## src/rtl/dnn_mem_loader_fix.sv

```systemverilog
// Streams words from a valid/ready source into one of four memory regions.
// Optional checksum trailer check is compiled in with DNN_LOADER_CHECKSUM_EN.
module dnn_mem_loader_fix #(
  parameter int DATA_WIDTH = 13,
  parameter int ADDR_WIDTH = 16,
  parameter logic [ADDR_WIDTH-1:0] ADDR_BASE_A = 16'h0000,
  parameter logic [ADDR_WIDTH-1:0] ADDR_BASE_W = 16'h0191,
  parameter logic [ADDR_WIDTH-1:0] ADDR_BASE_LUT_L1 = 16'h29be,
  parameter logic [ADDR_WIDTH-1:0] ADDR_BASE_LUT_L2 = 16'h49be,
  parameter int LEN_A = 401,
  parameter int LEN_W = 10285,
  parameter int LEN_LUT_L1 = 8192,
  parameter int LEN_LUT_L2 = 8192
) (
  input  logic                         clk,
  input  logic                         rst,
  input  logic                         reset,
  input  logic                         cmd_valid,
  input  logic [1:0]                   cmd_region,
  input  logic                         cmd_autostart,
  output logic                         cmd_ready,
  input  logic                         s_valid,
  input  logic signed [DATA_WIDTH-1:0] s_data,
  output logic                         s_ready,
  output logic                         mem_we,
  output logic [ADDR_WIDTH-1:0]        mem_addr,
  output logic signed [DATA_WIDTH-1:0] mem_wdata,
  output logic                         eng_start,
  input  logic                         eng_done,
  output logic                         load_done,
  output logic                         busy,
  output logic                         err
);

`ifdef DNN_LOADER_CHECKSUM_EN
  typedef enum logic [2:0] {
    IDLE, LOAD, CHECK, FIN, RUN
  } state_t;
`else
  typedef enum logic [2:0] {
    IDLE, LOAD, FIN, RUN
  } state_t;
`endif

  state_t state, state_n;

  logic [1:0]            region_q;
  logic [ADDR_WIDTH-1:0] base_q;
  logic [ADDR_WIDTH-1:0] base_sel;
  logic [31:0]           len_q;
  logic [31:0]           len_sel;
  logic [31:0]           count;
  logic                  auto_q;
  logic                  armed;
  logic                  cmd_fire;
  logic                  xfer;
  logic                  last;
  logic                  in_load;

`ifdef DNN_LOADER_CHECKSUM_EN
  logic [DATA_WIDTH-1:0] sum;
  logic                  in_check;
  assign in_check = (state == CHECK);
`endif

  always_comb begin
    base_sel = ADDR_BASE_A;
    len_sel  = 32'(LEN_A);
    unique case (cmd_region)
      2'd0: begin
        base_sel = ADDR_BASE_A;
        len_sel  = 32'(LEN_A);
      end
      2'd1: begin
        base_sel = ADDR_BASE_W;
        len_sel  = 32'(LEN_W);
      end
      2'd2: begin
        base_sel = ADDR_BASE_LUT_L1;
        len_sel  = 32'(LEN_LUT_L1);
      end
      default: begin
        base_sel = ADDR_BASE_LUT_L2;
        len_sel  = 32'(LEN_LUT_L2);
      end
    endcase
  end

  // cmd_ready stays low until the first clock after async reset
  assign cmd_ready = armed && (state == IDLE);
  assign cmd_fire  = cmd_valid && cmd_ready && !reset;
  assign in_load   = (state == LOAD);
`ifdef DNN_LOADER_CHECKSUM_EN
  assign s_ready = !reset && (in_load || in_check);
`else
  assign s_ready = !reset && in_load;
`endif
  assign xfer      = s_valid && s_ready;
  assign last      = (count == len_q - 32'd1);
  assign load_done = !reset && (state == FIN);
  assign eng_start = load_done && (region_q == 2'd0)
                     && auto_q && !err;
  assign busy      = (state != IDLE);

  always_comb begin
    state_n = state;
    unique case (state)
      IDLE: if (cmd_fire) state_n = LOAD;
      LOAD: begin
        if (xfer && last) begin
`ifdef DNN_LOADER_CHECKSUM_EN
          state_n = CHECK;
`else
          state_n = FIN;
`endif
        end
      end
`ifdef DNN_LOADER_CHECKSUM_EN
      CHECK: if (xfer) state_n = FIN;
`endif
      FIN: state_n = eng_start ? RUN : IDLE;
      RUN: if (eng_done) state_n = IDLE;
      default: state_n = IDLE;
    endcase
    if (reset) state_n = IDLE;
  end

  always_ff @(posedge clk or posedge rst) begin
    if (rst) begin
      state     <= IDLE;
      armed     <= 1'b0;
      region_q  <= 2'd0;
      base_q    <= '0;
      len_q     <= '0;
      auto_q    <= 1'b0;
      count     <= '0;
      mem_we    <= 1'b0;
      mem_addr  <= '0;
      mem_wdata <= '0;
    end else begin
      state  <= state_n;
      armed  <= 1'b1;
      mem_we <= 1'b0;
      if (reset) begin
        count <= '0;
      end else begin
        if (cmd_fire) begin
          region_q <= cmd_region;
          base_q   <= base_sel;
          len_q    <= len_sel;
          auto_q   <= cmd_autostart;
          count    <= '0;
        end
        if (xfer && in_load) begin
          mem_we    <= 1'b1;
          mem_addr  <= base_q + count[ADDR_WIDTH-1:0];
          mem_wdata <= s_data;
          count     <= count + 32'd1;
        end
      end
    end
  end

`ifdef DNN_LOADER_CHECKSUM_EN
  // trailer word is compared against the wrapped sum, never written
  always_ff @(posedge clk or posedge rst) begin
    if (rst) begin
      sum <= '0;
      err <= 1'b0;
    end else if (reset) begin
      sum <= '0;
      err <= 1'b0;
    end else begin
      if (cmd_fire) sum <= '0;
      if (xfer && in_load) sum <= sum + s_data;
      if (xfer && in_check && (s_data != sum)) err <= 1'b1;
    end
  end
`else
  assign err = 1'b0;
`endif

endmodule

```

## config.mk

```make
export PLATFORM = sky130hd
export DESIGN_NAME = dnn_mem_loader_fix
export DESIGN_NICKNAME = d
export VERILOG_FILES = /design/src/rtl/dnn_mem_loader_fix.sv
export SDC_FILE = /design/constraint.sdc
export NUM_CORES = 1
export LEC_CHECK = 0
export ABC_AREA = 1
export CAP_MARGIN = 20
export CORE_UTILIZATION = 55
export CTS_CLUSTER_DIAMETER = 120
export DETAILED_ROUTE_END_ITERATION = 12
export GPL_TIMING_DRIVEN = 0
export PLACE_DENSITY = 0.9
export SKIP_CTS_REPAIR_TIMING = 1
export SLEW_MARGIN = 10
export SYNTH_ARGS = -nofsm -noshare
export SYNTH_HDL_FRONTEND = slang
export SYNTH_SLANG_ARGS = --single-unit
```

## constraint.sdc

```tcl
create_clock -name clk -period 7.8 [get_ports clk]
set_clock_uncertainty 0.05 [all_clocks]
set_input_delay 1.95 -clock clk [delete_from_list [all_inputs] [get_ports clk]]
set_output_delay 1.95 -clock clk [all_outputs]
set_load 0.005 [all_outputs]
```

==> results of run 1 <==
[through the flow]
step           instances  utilization, %  area (µm²)
2_1_floorplan        627               -        4640
3_3_place_gp         788            65.3        5340
3_5_place_dp         789            65.5        5360
4_1_cts              805            68.0        5560
5_1_grt              805            68.0        5560
6_report             805            68.0        5560
[Yosys cell counts (5+ instances only)]
master,count
sky130_fd_sc_hd__o22ai_1,10
sky130_fd_sc_hd__inv_2,5
sky130_fd_sc_hd__nand4_1,8
sky130_fd_sc_hd__nand3_1,38
sky130_fd_sc_hd__o21ai_0,30
sky130_fd_sc_hd__nor3_1,8
sky130_fd_sc_hd__nor2_1,64
sky130_fd_sc_hd__inv_1,69
sky130_fd_sc_hd__a31oi_1,8
sky130_fd_sc_hd__xor2_1,14
sky130_fd_sc_hd__a21oi_1,26
sky130_fd_sc_hd__nor3_2,5
sky130_fd_sc_hd__nand2_2,7
sky130_fd_sc_hd__clkbuf_1,7
sky130_fd_sc_hd__dfrtp_1,75
sky130_fd_sc_hd__nor2_2,7
sky130_fd_sc_hd__o21bai_1,5
sky130_fd_sc_hd__nand2_1,180
sky130_fd_sc_hd__ha_1,15
sky130_fd_sc_hd__buf_2,6
[path summary, 6_finish.rpt]
check                                to  slack, ps
hold / removal             mem_wdata[6]        430
min in group asynchronous  mem_wdata[8]       1940
setup reg to reg           mem_addr[10]       5320
setup / recovery              eng_start       2160
max in group asynchronous     count[14]       5190
hold reg to reg            mem_wdata[6]        430
[registers in the layout, summed over array words and instances, names as in the netlist]
| register | count |
|---|---|
| count | 32 |
| mem_addr | 16 |
| mem_wdata | 13 |
| base_q | 4 |
| len_q | 3 |
| region_q | 2 |
| state | 2 |
| armed | 1 |
| auto_q | 1 |
| mem_we | 1 |
[final cells by class]
cell class              instances  area (µm²)
plain buffers                  18        95.1
clock buffers                   9         124
clock inverters                 7        73.8
fillers                       693        2620
inverters                      76         289
multi-input cells             458        2380
flip-flops and latches         75        1880
well taps                     105         131
repair buffers                 57         581
[layer usage]
metal,up-vias,GRT usage (%),wire length (µm)
met4,0,16.0,312
met2,160,52.3,6220
met3,30,4.61,605
met5,-,0,0
li1,2154,-,-
met1,2076,36.7,5100
[worst max-delay path, cell delays in order]
cell and delay (ps):
sky130_fd_sc_hd__clkdlybuf4s50_1 520, sky130_fd_sc_hd__nor3_1 300, sky130_fd_sc_hd__nand3_1 100, sky130_fd_sc_hd__nor2_1 210, sky130_fd_sc_hd__clkdlybuf4s50_1 560
[cell families (layout without fill, tap and decap cells)]
logic type,after synthesis,after routing,synth area share (%)
mux,1,1,0.216
xor+xnor,17,17,3.21
fa+ha+maj,16,16,4.47
compound gates,87,87,10.5
flops,75,75,40.4
simple gates,335,335,32.8
buf+inv,94,167,8.22
other cells,2,2,0.162
[power by group through the flow]
stage	Sequential, mW	Combinational (mW)	Clock [mW]
CTS	0.555	0.584	0.313
global route	0.568	0.655	0.329
global placement	0.558	0.561	0
detailed placement	0.561	0.579	0
finish	0.556	0.582	0.310
floorplan	0.554	0.325	0
==> out/qor.csv, run 1 <==
stage,metric,value,unit
outcome,status,finished with violations,
outcome,violated_checks,DRC,
layout,n_antenna_cell,0,
routing,post-route-drc-count,1,
synthesis,cell_area_after_synthesis,4640,µm²
grt,grt_pass1_vias,4362,
power_and_ir_drop,power.switching,537,µW
grt,wire_length_of_the_first_global_routing_pass,20.4,mm
sta,period_needed,5640,ps
clock_tree,clock_latency,360,ps
critical_path,timing.critical_path.from_type,input port,
power_and_ir_drop,worst_ir_drop_vdd,0.173,mV
layout,drive_gt1_share,9.57,%
flow_run,timing.max_cap.violations,0,
clock_tree,cts-buffers-inserted,9,
die,die_area,8810,µm²
clock_tree,clock_tree_buffer_depth,2,
clock_tree,clock_edge_transition_at_the_registers_on_the_reported_setup_and_hold_paths,80,ps
min_path,timing.hold.worst.class,flip-flop to flip-flop,
critical_path,worstReg2RegStart,len_q[11],
routing,via_per_inst,5.49,
die,floorplan.initialDensity,56.8,%
clock_tree,clock_tree.root_cell,sky130_fd_sc_hd__clkbuf_8,
die,die_height,93.9,µm
routing,drt-pass1-iter-count,9,
clock_tree,htree_num_levels,3,
power_and_ir_drop,power.share.combinational,40.2,%
placement,total_half_perimeter_wirelength_after_legalization_and_detailed_placement,9.19,mm
synthesis,netlist_instances,627,
die,floorplan.io_pins,58,
synthesis,async_flop_share,100,%
synthesis,ys_ff_latch,75,
placement,place.gp.congestion,0.874,
critical_path,critPathRequiredTime,5800,ps
critical_path,reg2regPathDepth,11,
grt,grt_use_total,30.4,%
sta,period_share,72.3,%
power_and_ir_drop,clockPowerShare,21.4,%
clock_tree,cts_sinks,75,
synthesis,yosys_cell_types,44,
synthesis,syn_nets,665,
min_path,worstHoldStart,mem_wdata[6],
synthesis,synth.area.top_cells,"sky130_fd_sc_hd__dfrtp_1, sky130_fd_sc_hd__nand2_1, sky130_fd_sc_hd__inv_1",
grt,globalRouteOverflowTotal,0,
critical_path,critical_path_endpoint_category,primary output,
routing,drtAntennaViolNets,0,
synthesis,cell_type_with_the_largest_total_area_after_synthesis,sky130_fd_sc_hd__dfrtp_1,
min_path,hold-path-cell-count,2,
synthesis,synth_largest_type_area_fraction,40.4,%
power_and_ir_drop,cellInternalPower,910,µW
synthesis,synth.yosys.warnings,0,
synthesis,synth.avg_cell_area,7.41,µm²
sta,rsz0062_at_grt,no,
layout,mostFrequentLayoutCell,sky130_fd_sc_hd__nand2_1,
grt,grt_start_max_net_pins,39,
power_and_ir_drop,power.total,1.45,mW
sta,finalSetupViolCount,0,
critical_path,path_max_fanout,5,
clock_tree,tritoncts_clock_tree,built,
layout,design.final.nets,733,
power_and_ir_drop,power.leakage,2.61,nW
sta,fmax_achieved,0.177,GHz
routing,vias,4420,
grt,antenna_found_initial,0,
routing,wl_per_cell,15.2,µm
power_and_ir_drop,power_density,261,nW/µm²
layout,area_growth_syn_to_layout,19.6,%
sta,timing.final.hold_violations,0,
sta,setup_tns,0,ps
placement,place.port_buffers,56,
synthesis,seq_area_frac_synth,40.4,%
power_and_ir_drop,power.share.switching,37.1,%
sta,maxSlewViolCount,0,
power_and_ir_drop,power.sequential.fraction,38.4,%
routing,initialDrtViolationCount,284,
sta,slew-limit-headroom,56.8,%
critical_path,worst-endpoint-arrival,3640,ps
sta,tightest_slew,648,ps
synthesis,synth_flop_cell,sky130_fd_sc_hd__dfrtp_1,
critical_path,critPathLaunch,reset,
sta,layout_setup_ws,2160,ps
synthesis,synth-edff-count,0,
layout,most-common-layout-cells,"sky130_fd_sc_hd__nand2_1, sky130_fd_sc_hd__dfrtp_1, sky130_fd_sc_hd__inv_1",
routing,drt-total-wl,12.2,mm
sta,hold_slack,433,ps
die,coreArea,8180,µm²
die,die_x,93.9,µm
placement,dp_worst_setup_slack,2160,ps
die,rows,33,
critical_path,path_class,input port to primary output,
Note: power is estimated with default switching activity, not from simulation.
==> inputs of run 2 (changes only) <==
--- a/config.mk
+++ b/config.mk
@@ -7,11 +7,11 @@
 export LEC_CHECK = 0
 export ABC_AREA = 1
 export CAP_MARGIN = 20
-export CORE_UTILIZATION = 55
+export CORE_UTILIZATION = 51
 export CTS_CLUSTER_DIAMETER = 120
 export DETAILED_ROUTE_END_ITERATION = 12
 export GPL_TIMING_DRIVEN = 0
-export PLACE_DENSITY = 0.9
+export PLACE_DENSITY = 0.88
 export SKIP_CTS_REPAIR_TIMING = 1
 export SLEW_MARGIN = 10
 export SYNTH_ARGS = -nofsm -noshare
==> constraint.sdc (replaced) <==
create_clock -name clk -period 4.75 [get_ports clk]
set_clock_uncertainty 0.05 [all_clocks]
set_input_delay 1.1875 -clock clk [delete_from_list [all_inputs] [get_ports clk]]
set_output_delay 1.1875 -clock clk [all_outputs]
set_load 0.005 [all_outputs]
==> run 2 against run 1 <==
Net effect:
- the flow now finishes without violations
- final cell count up 0.37%
- worst hold slack worse by 4.5 ps
- clock-buffer cell count increased by 1
- flip-flop and latch count stayed put
- worst setup slack got worse by 1500 ps
- clock power increased by 69%
- utilization down 4.4 points
- critical path type unchanged
- largest power group unchanged
==> out/qor.csv, run 2 (same netlist as run 1, synthesis figures left out) <==
stage,metric,value,unit,change
outcome,status,finished clean,,
sta,setup_tns,0,ps,unchanged
layout,regMostFlops,count,,
layout,n_antenna_cell,0,,unchanged
critical_path,worst_case_register_to_register_setup_slack,2340,ps,-2980 ps
critical_path,worstPathCellList,clkdlybuf4s50_1 -> nor3_1 -> nand3_1 -> nor2_1 -> clkdlybuf4s50_1,,
routing,drt-total-wl,12.1,mm,-1.5%
critical_path,worst-endpoint-arrival,2900,ps,-740 ps
die,die_height,97.4,µm,+3.8%
placement,place.detailed.instances,792,,+0.38%
critical_path,regToRegEndpoint,mem_addr[10],,
clock_tree,clock_tree_buffer_depth,2,,unchanged
critical_path,critPathBufInv,2,,unchanged
min_path,hold_path_end,mem_addr[13],,
sta,tightest_slew,608,ps,-40.3 ps
layout,mostFrequentLayoutCell,sky130_fd_sc_hd__nand2_1,,
grt,globalRouteOverflowTotal,0,,unchanged
clock_tree,clock_latency,360,ps,about the same
critical_path,critical_path_endpoint_category,primary output,,
routing,wl_per_cell,14.9,µm,-1.8%
clock_tree,clock_edge_transition_at_the_registers_on_the_reported_setup_and_hold_paths,80,ps,about the same
layout,top_regs,"count: 32 flops, mem_addr: 16 flops, mem_wdata: 13 flops",,
routing,drt-pass1-iter-count,5,,-4
layout,area_growth_syn_to_layout,20.0,%,
layout,most-common-layout-cells,"sky130_fd_sc_hd__nand2_1, sky130_fd_sc_hd__dfrtp_1, sky130_fd_sc_hd__inv_1",,
clock_tree,cts_sinks,75,,unchanged
power_and_ir_drop,power.leakage,2.61,nW,about the same
layout,design.final.nets,733,,unchanged
grt,grt_use_total,25.8,%,-4.6 points
grt,antenna_found_initial,0,,unchanged
sta,fmax_achieved,0.242,GHz,
routing,drtAntennaViolNets,0,,unchanged
routing,initialDrtViolationCount,210,,-26%
sta,timing.final.hold_violations,0,,unchanged
layout,drive_gt1_share,9.57,%,unchanged
die,rows,34,,+3.0%
min_path,hold-path-cell-count,2,,unchanged
critical_path,slowest_stage,sky130_fd_sc_hd__clkdlybuf4s50_1,,
flow_run,timing.max_cap.violations,0,,unchanged
routing,via_per_inst,5.48,,-0.17%
sta,finalSetupViolCount,0,,unchanged
sta,maxSlewViolCount,0,,unchanged
placement,total_half_perimeter_wirelength_after_legalization_and_detailed_placement,9.05,mm,-1.5%
critical_path,max_stage_delay,550,ps,about the same
layout,instances_no_fill,808,,+0.37%
critical_path,critPathTopFamily,buffers and inverters,,
layout,post-route-cell-area,5570,µm²,+0.27%
routing,vias,4429,,+0.20%
min_path,timing.hold.worst.class,flip-flop to flip-flop,,
power_and_ir_drop,worst_ir_drop_vdd,0.302,mV,+74%
placement,place_area,5360,µm²,about the same
min_path,worstHoldStart,mem_addr[13],,
critical_path,path_class,input port to primary output,,
power_and_ir_drop,power_density,430,nW/µm²,+65%
clock_tree,cts-buffers-inserted,9,,unchanged
critical_path,worstReg2RegStart,count[0],,
sta,period_share,87.0,%,
die,die_x,97.4,µm,+3.8%
critical_path,reg2regPathDepth,11,,unchanged
clock_tree,htree_num_levels,3,,unchanged
die,die_area,9490,µm²,+7.7%
layout,max_ffs_per_register,32,,unchanged
sta,period_needed,4130,ps,
placement,place.gp.congestion,0.898,,+2.8%
sta,slew-limit-headroom,59.5,%,+2.7 points
grt,wire_length_of_the_first_global_routing_pass,19.6,mm,-3.9%
die,floorplan.initialDensity,53.0,%,-3.8 points
critical_path,path_max_fanout,5,,unchanged
critical_path,timing.critical_path.from_type,input port,,
grt,grt_pass1_vias,4141,,-5.1%
die,coreArea,8760,µm²,+7.2%
critical_path,critPathRequiredTime,3510,ps,-2290 ps
sta,rsz0062_at_grt,no,,
clock_tree,tritoncts_clock_tree,built,,
clock_tree,clock_tree.root_cell,sky130_fd_sc_hd__clkbuf_8,,
critical_path,cell_type_with_the_highest_occurrence_count_on_the_critical_path,sky130_fd_sc_hd__clkdlybuf4s50_1,,
placement,place.port_buffers,56,,unchanged
grt,grt_start_max_net_pins,41,,+5.1%
routing,post-route-drc-count,0,,-1
layout,fillers,786,,+13%
die,floorplan.io_pins,58,,unchanged
run 2: cell types whose count changed in the layout (fill, tap and decap cells not counted):
cell and delta:
sky130_fd_sc_hd__clkinv_2 -2, sky130_fd_sc_hd__clkbuf_8 +1, sky130_fd_sc_hd__clkinv_4 +1, sky130_fd_sc_hd__clkinvlp_4 +1, sky130_fd_sc_hd__inv_6 -1
run 2: worst max path at each step:
stage | startpoint | to | slack (ps) | depth (start not counted)
6_report | reset | eng_start | 620 | 5
5_1_grt | reset | eng_start | 540 | 5
4_1_cts | reset | eng_start | 640 | 5
3_5_place_dp | reset | eng_start | 670 | 5
3_3_place_gp | rst | mem_addr[12] | 350 | 2
2_1_floorplan | rst | armed | 1600 | 1
run 2: power by group:
group / total (mW) / internal [mW] / switching [mW] / leakage (nW)
combinational: 0.957 / 0.451 / 0.506 / 1.52
sequential: 0.912 / 0.797 / 0.115 / 0.984
clock: 0.524 / 0.262 / 0.263 / 0.0995
run 2: cell type report:
class | count | area (µm²) | share of cell area [%]
Tap cell | 108 | 135 | 2.43
Multi-Input combinational cell | 458 | 2380 | 42.8
Clock buffer | 10 | 138 | 2.47
Timing Repair Buffer | 57 | 581 | 10.4
Buffer | 18 | 95.1 | 1.71
Inverter | 76 | 289 | 5.19
Sequential cell | 75 | 1880 | 33.7
Clock inverter | 6 | 71.3 | 1.28
run 2: routing by layer:
metal | vias to the layer above | share of wire (%) | track usage (%)
met3 | 25 | 4.5 | 3.02
met1 | 2106 | 44 | 33.8
met5 | - | 0 | 0
met2 | 139 | 49 | 43.3
li1 | 2159 | - | -
met4 | 0 | 2.7 | 10.7
run 2: worst register-to-register path, delay by kind of cell (launching register included):
| family | cells | cell delay [ps] |
|---|---|---|
| adders and majority gates | 2 | 660 |
| and+or+nand+nor | 5 | 410 |
| buffers and inverters | 2 | 170 |
| DFF | 1 | 460 |
| AOI/OAI and AO/OA | 2 | 560 |
run 2: metrics by stage:
stage               power [mW]  setup WS (ps)  util, %  hold slack (ps)
finish                    2.39            616     63.6              429
detailed placement        1.87            673     61.2              416
global route              2.55            542     63.6              464
floorplan                 1.44           1600        -              406
CTS                       2.39            641     63.6              437
global placement          1.84            350     60.9              411
==> inputs of run 3 (changes only) <==
--- a/config.mk
+++ b/config.mk
@@ -7,11 +7,12 @@
 export LEC_CHECK = 0
 export ABC_AREA = 1
 export CAP_MARGIN = 20
-export CORE_UTILIZATION = 51
+export CORE_UTILIZATION = 55
 export CTS_CLUSTER_DIAMETER = 120
 export DETAILED_ROUTE_END_ITERATION = 12
+export DONT_BUFFER_PORTS = 1
 export GPL_TIMING_DRIVEN = 0
-export PLACE_DENSITY = 0.88
+export PLACE_DENSITY = 0.84
 export SKIP_CTS_REPAIR_TIMING = 1
 export SLEW_MARGIN = 10
 export SYNTH_ARGS = -nofsm -noshare
==> run 3 against run 2 <==
Net effect:
- the flow now finishes with violations (DRC)
- sequential share of layout area up 4.0 points
- total power down 12%
- first-iteration DRC count up 32%
- worst setup slack better by 1100 ps
- die area down 7.1%
- maximum frequency up 35%
- largest power group is now sequential cells
==> out/qor.csv, run 3 (same netlist as run 1, synthesis figures left out) <==
stage,metric,value,unit,change
min_path,worstHoldStart,mem_wdata[12],,
layout,max_ffs_per_register,32,,unchanged
grt,wire_length_of_the_first_global_routing_pass,19.5,mm,-0.74%
critical_path,reg2regPathDepth,10,,-1
clock_tree,clock_edge_transition_at_the_registers_on_the_reported_setup_and_hold_paths,90,ps,about the same
power_and_ir_drop,worst_ir_drop_vdd,0.276,mV,-8.6%
flow_run,timing.max_cap.violations,0,,unchanged
clock_tree,cts-buffers-inserted,9,,unchanged
sta,period_needed,3060,ps,-1080 ps
routing,initialDrtViolationCount,277,,+32%
die,rows,33,,-2.9%
layout,top_regs,"count: 32 flops, mem_addr: 16 flops, mem_wdata: 13 flops",,
critical_path,worst-endpoint-arrival,1820,ps,-1080 ps
critical_path,timing.critical_path.from_type,input port,,
grt,grt_use_total,28.7,%,+2.9 points
routing,wl_met2,5.57,mm,-5.0%
critical_path,critical_path_endpoint_category,primary output,,
grt,grt_start_max_net_pins,41,,unchanged
sta,fmax_achieved,0.327,GHz,+35%
critical_path,worstReg2RegStart,base_q[11],,
clock_tree,cts_sinks,75,,unchanged
sta,slew-limit-headroom,59.5,%,+0.075 points
layout,area_growth_syn_to_layout,7.19,%,
routing,vias,4253,,-4.0%
sta,timing.final.hold_violations,0,,unchanged
die,floorplan.initialDensity,56.8,%,+3.8 points
grt,antenna_found_initial,0,,unchanged
placement,place.detailed.instances,733,,-7.4%
routing,drt-pass1-iter-count,10,,+5
routing,drt-total-wl,11.5,mm,-4.3%
layout,design.final.nets,677,,-7.6%
outcome,violated_checks,DRC,,
placement,place.gp.congestion,0.916,,+2.0%
critical_path,critPathRequiredTime,3510,ps,about the same
routing,via_per_inst,5.68,,+3.6%
sta,maxSlewViolCount,0,,unchanged
sta,rsz0062_at_grt,no,,
clock_tree,clock_tree_buffer_depth,2,,unchanged
sta,period_share,64.3,%,-23 points
clock_tree,clock_tree.root_cell,sky130_fd_sc_hd__clkbuf_8,,
grt,globalRouteOverflowTotal,0,,unchanged
sta,hold_slack,463,ps,+34.1 ps
sta,finalSetupViolCount,0,,unchanged
power_and_ir_drop,power.leakage,2.39,nW,-8.2%
critical_path,regToRegEndpoint,mem_addr[10],,
die,die_x,93.9,µm,-3.6%
layout,n_antenna_cell,0,,unchanged
layout,most-common-layout-cells,"sky130_fd_sc_hd__nand2_1, sky130_fd_sc_hd__dfrtp_1, sky130_fd_sc_hd__inv_1",,
clock_tree,tritoncts_clock_tree,built,,
outcome,status,finished with violations,,
critical_path,path_max_fanout,5,,unchanged
die,die_height,93.9,µm,-3.6%
layout,mostFrequentLayoutCell,sky130_fd_sc_hd__nand2_1,,
routing,post-route-drc-count,1,,+1
power_and_ir_drop,power_density,422,nW/µm²,-1.8%
routing,wl_met1,4.97,mm,-6.5%
layout,drive_gt1_share,10.4,%,+0.83 points
critical_path,critPathLaunch,reset,,
min_path,timing.hold.worst.class,flip-flop to flip-flop,,
clock_tree,clock_latency,360,ps,about the same
layout,instances_no_fill,749,,-7.3%
placement,place.port_buffers,0,,-100%
die,floorplan.io_pins,58,,unchanged
die,coreArea,8180,µm²,-6.7%
routing,met3_wirelength,703,µm,+29%
routing,wl_per_cell,15.4,µm,+3.3%
critical_path,critPathCapture,eng_start,,
sta,setup_tns,0,ps,unchanged
critical_path,path_class,input port to primary output,,
routing,top_signal_layer_used,met4,,
die,die_area,8810,µm²,-7.1%
sta,tightest_slew,607,ps,-1.13 ps
placement,total_half_perimeter_wirelength_after_legalization_and_detailed_placement,8.67,mm,-4.2%
clock_tree,htree_num_levels,3,,unchanged
grt,grt_pass1_vias,4150,,+0.22%
critical_path,worst_case_register_to_register_setup_slack,2310,ps,-30 ps
routing,drtAntennaViolNets,0,,unchanged
layout,regMostFlops,count,,
[run 3: cell type report]
type | count | area, µm²
Buffer | 18 | 95.1
Clock buffer | 9 | 124
Clock inverter | 7 | 56.3
Fill cell | 737 | 3200
Inverter | 76 | 289
Multi-Input combinational cell | 458 | 2380
Sequential cell | 75 | 1880
Tap cell | 105 | 131
Timing Repair Buffer | 1 | 20.0
[run 3: worst max-delay path, cell delays in order]
cell and delay (ps):
sky130_fd_sc_hd__nor3_1 300, sky130_fd_sc_hd__nand3_1 120, sky130_fd_sc_hd__nor2_1 220
[run 3: metrics by stage]
| stage | util, % | worst slack [ps] | instance area, µm² | total power [mW] |
|---|---|---|---|---|
| 5_1_grt | 60.9 | 1580 | 4980 | 2.26 |
| 2_1_floorplan | - | 1600 | 4640 | 1.44 |
| 4_1_cts | 60.9 | 1680 | 4980 | 2.10 |
| 6_report | 60.9 | 1690 | 4980 | 2.10 |
| 3_3_place_gp | 58.4 | 888 | 4770 | 1.59 |
| 3_5_place_dp | 58.7 | 1680 | 4800 | 1.63 |
[run 3: how the worst min path moves through the flow]
stage               cells past startpoint  slack (ps)       endpoint
global route                            2         490  mem_wdata[10]
floorplan                               2         410     base_q[14]
detailed placement                      2         440  mem_wdata[12]
global placement                        2         440   mem_addr[10]
CTS                                     2         470  mem_wdata[12]
finish                                  2         460  mem_wdata[12]
[run 3: report_power, final]
group / switching (mW) / internal, mW
Combinational: 0.443 / 0.241
Sequential: 0.143 / 0.798
Clock: 0.275 / 0.199
[run 3: routing by layer]
layer  vias to the layer above  GRT usage, %
li1                       2045             -
met4                         0          12.6
met3                        26          4.53
met1                      2014          37.1
met2                       168          47.6
met5                         -             0
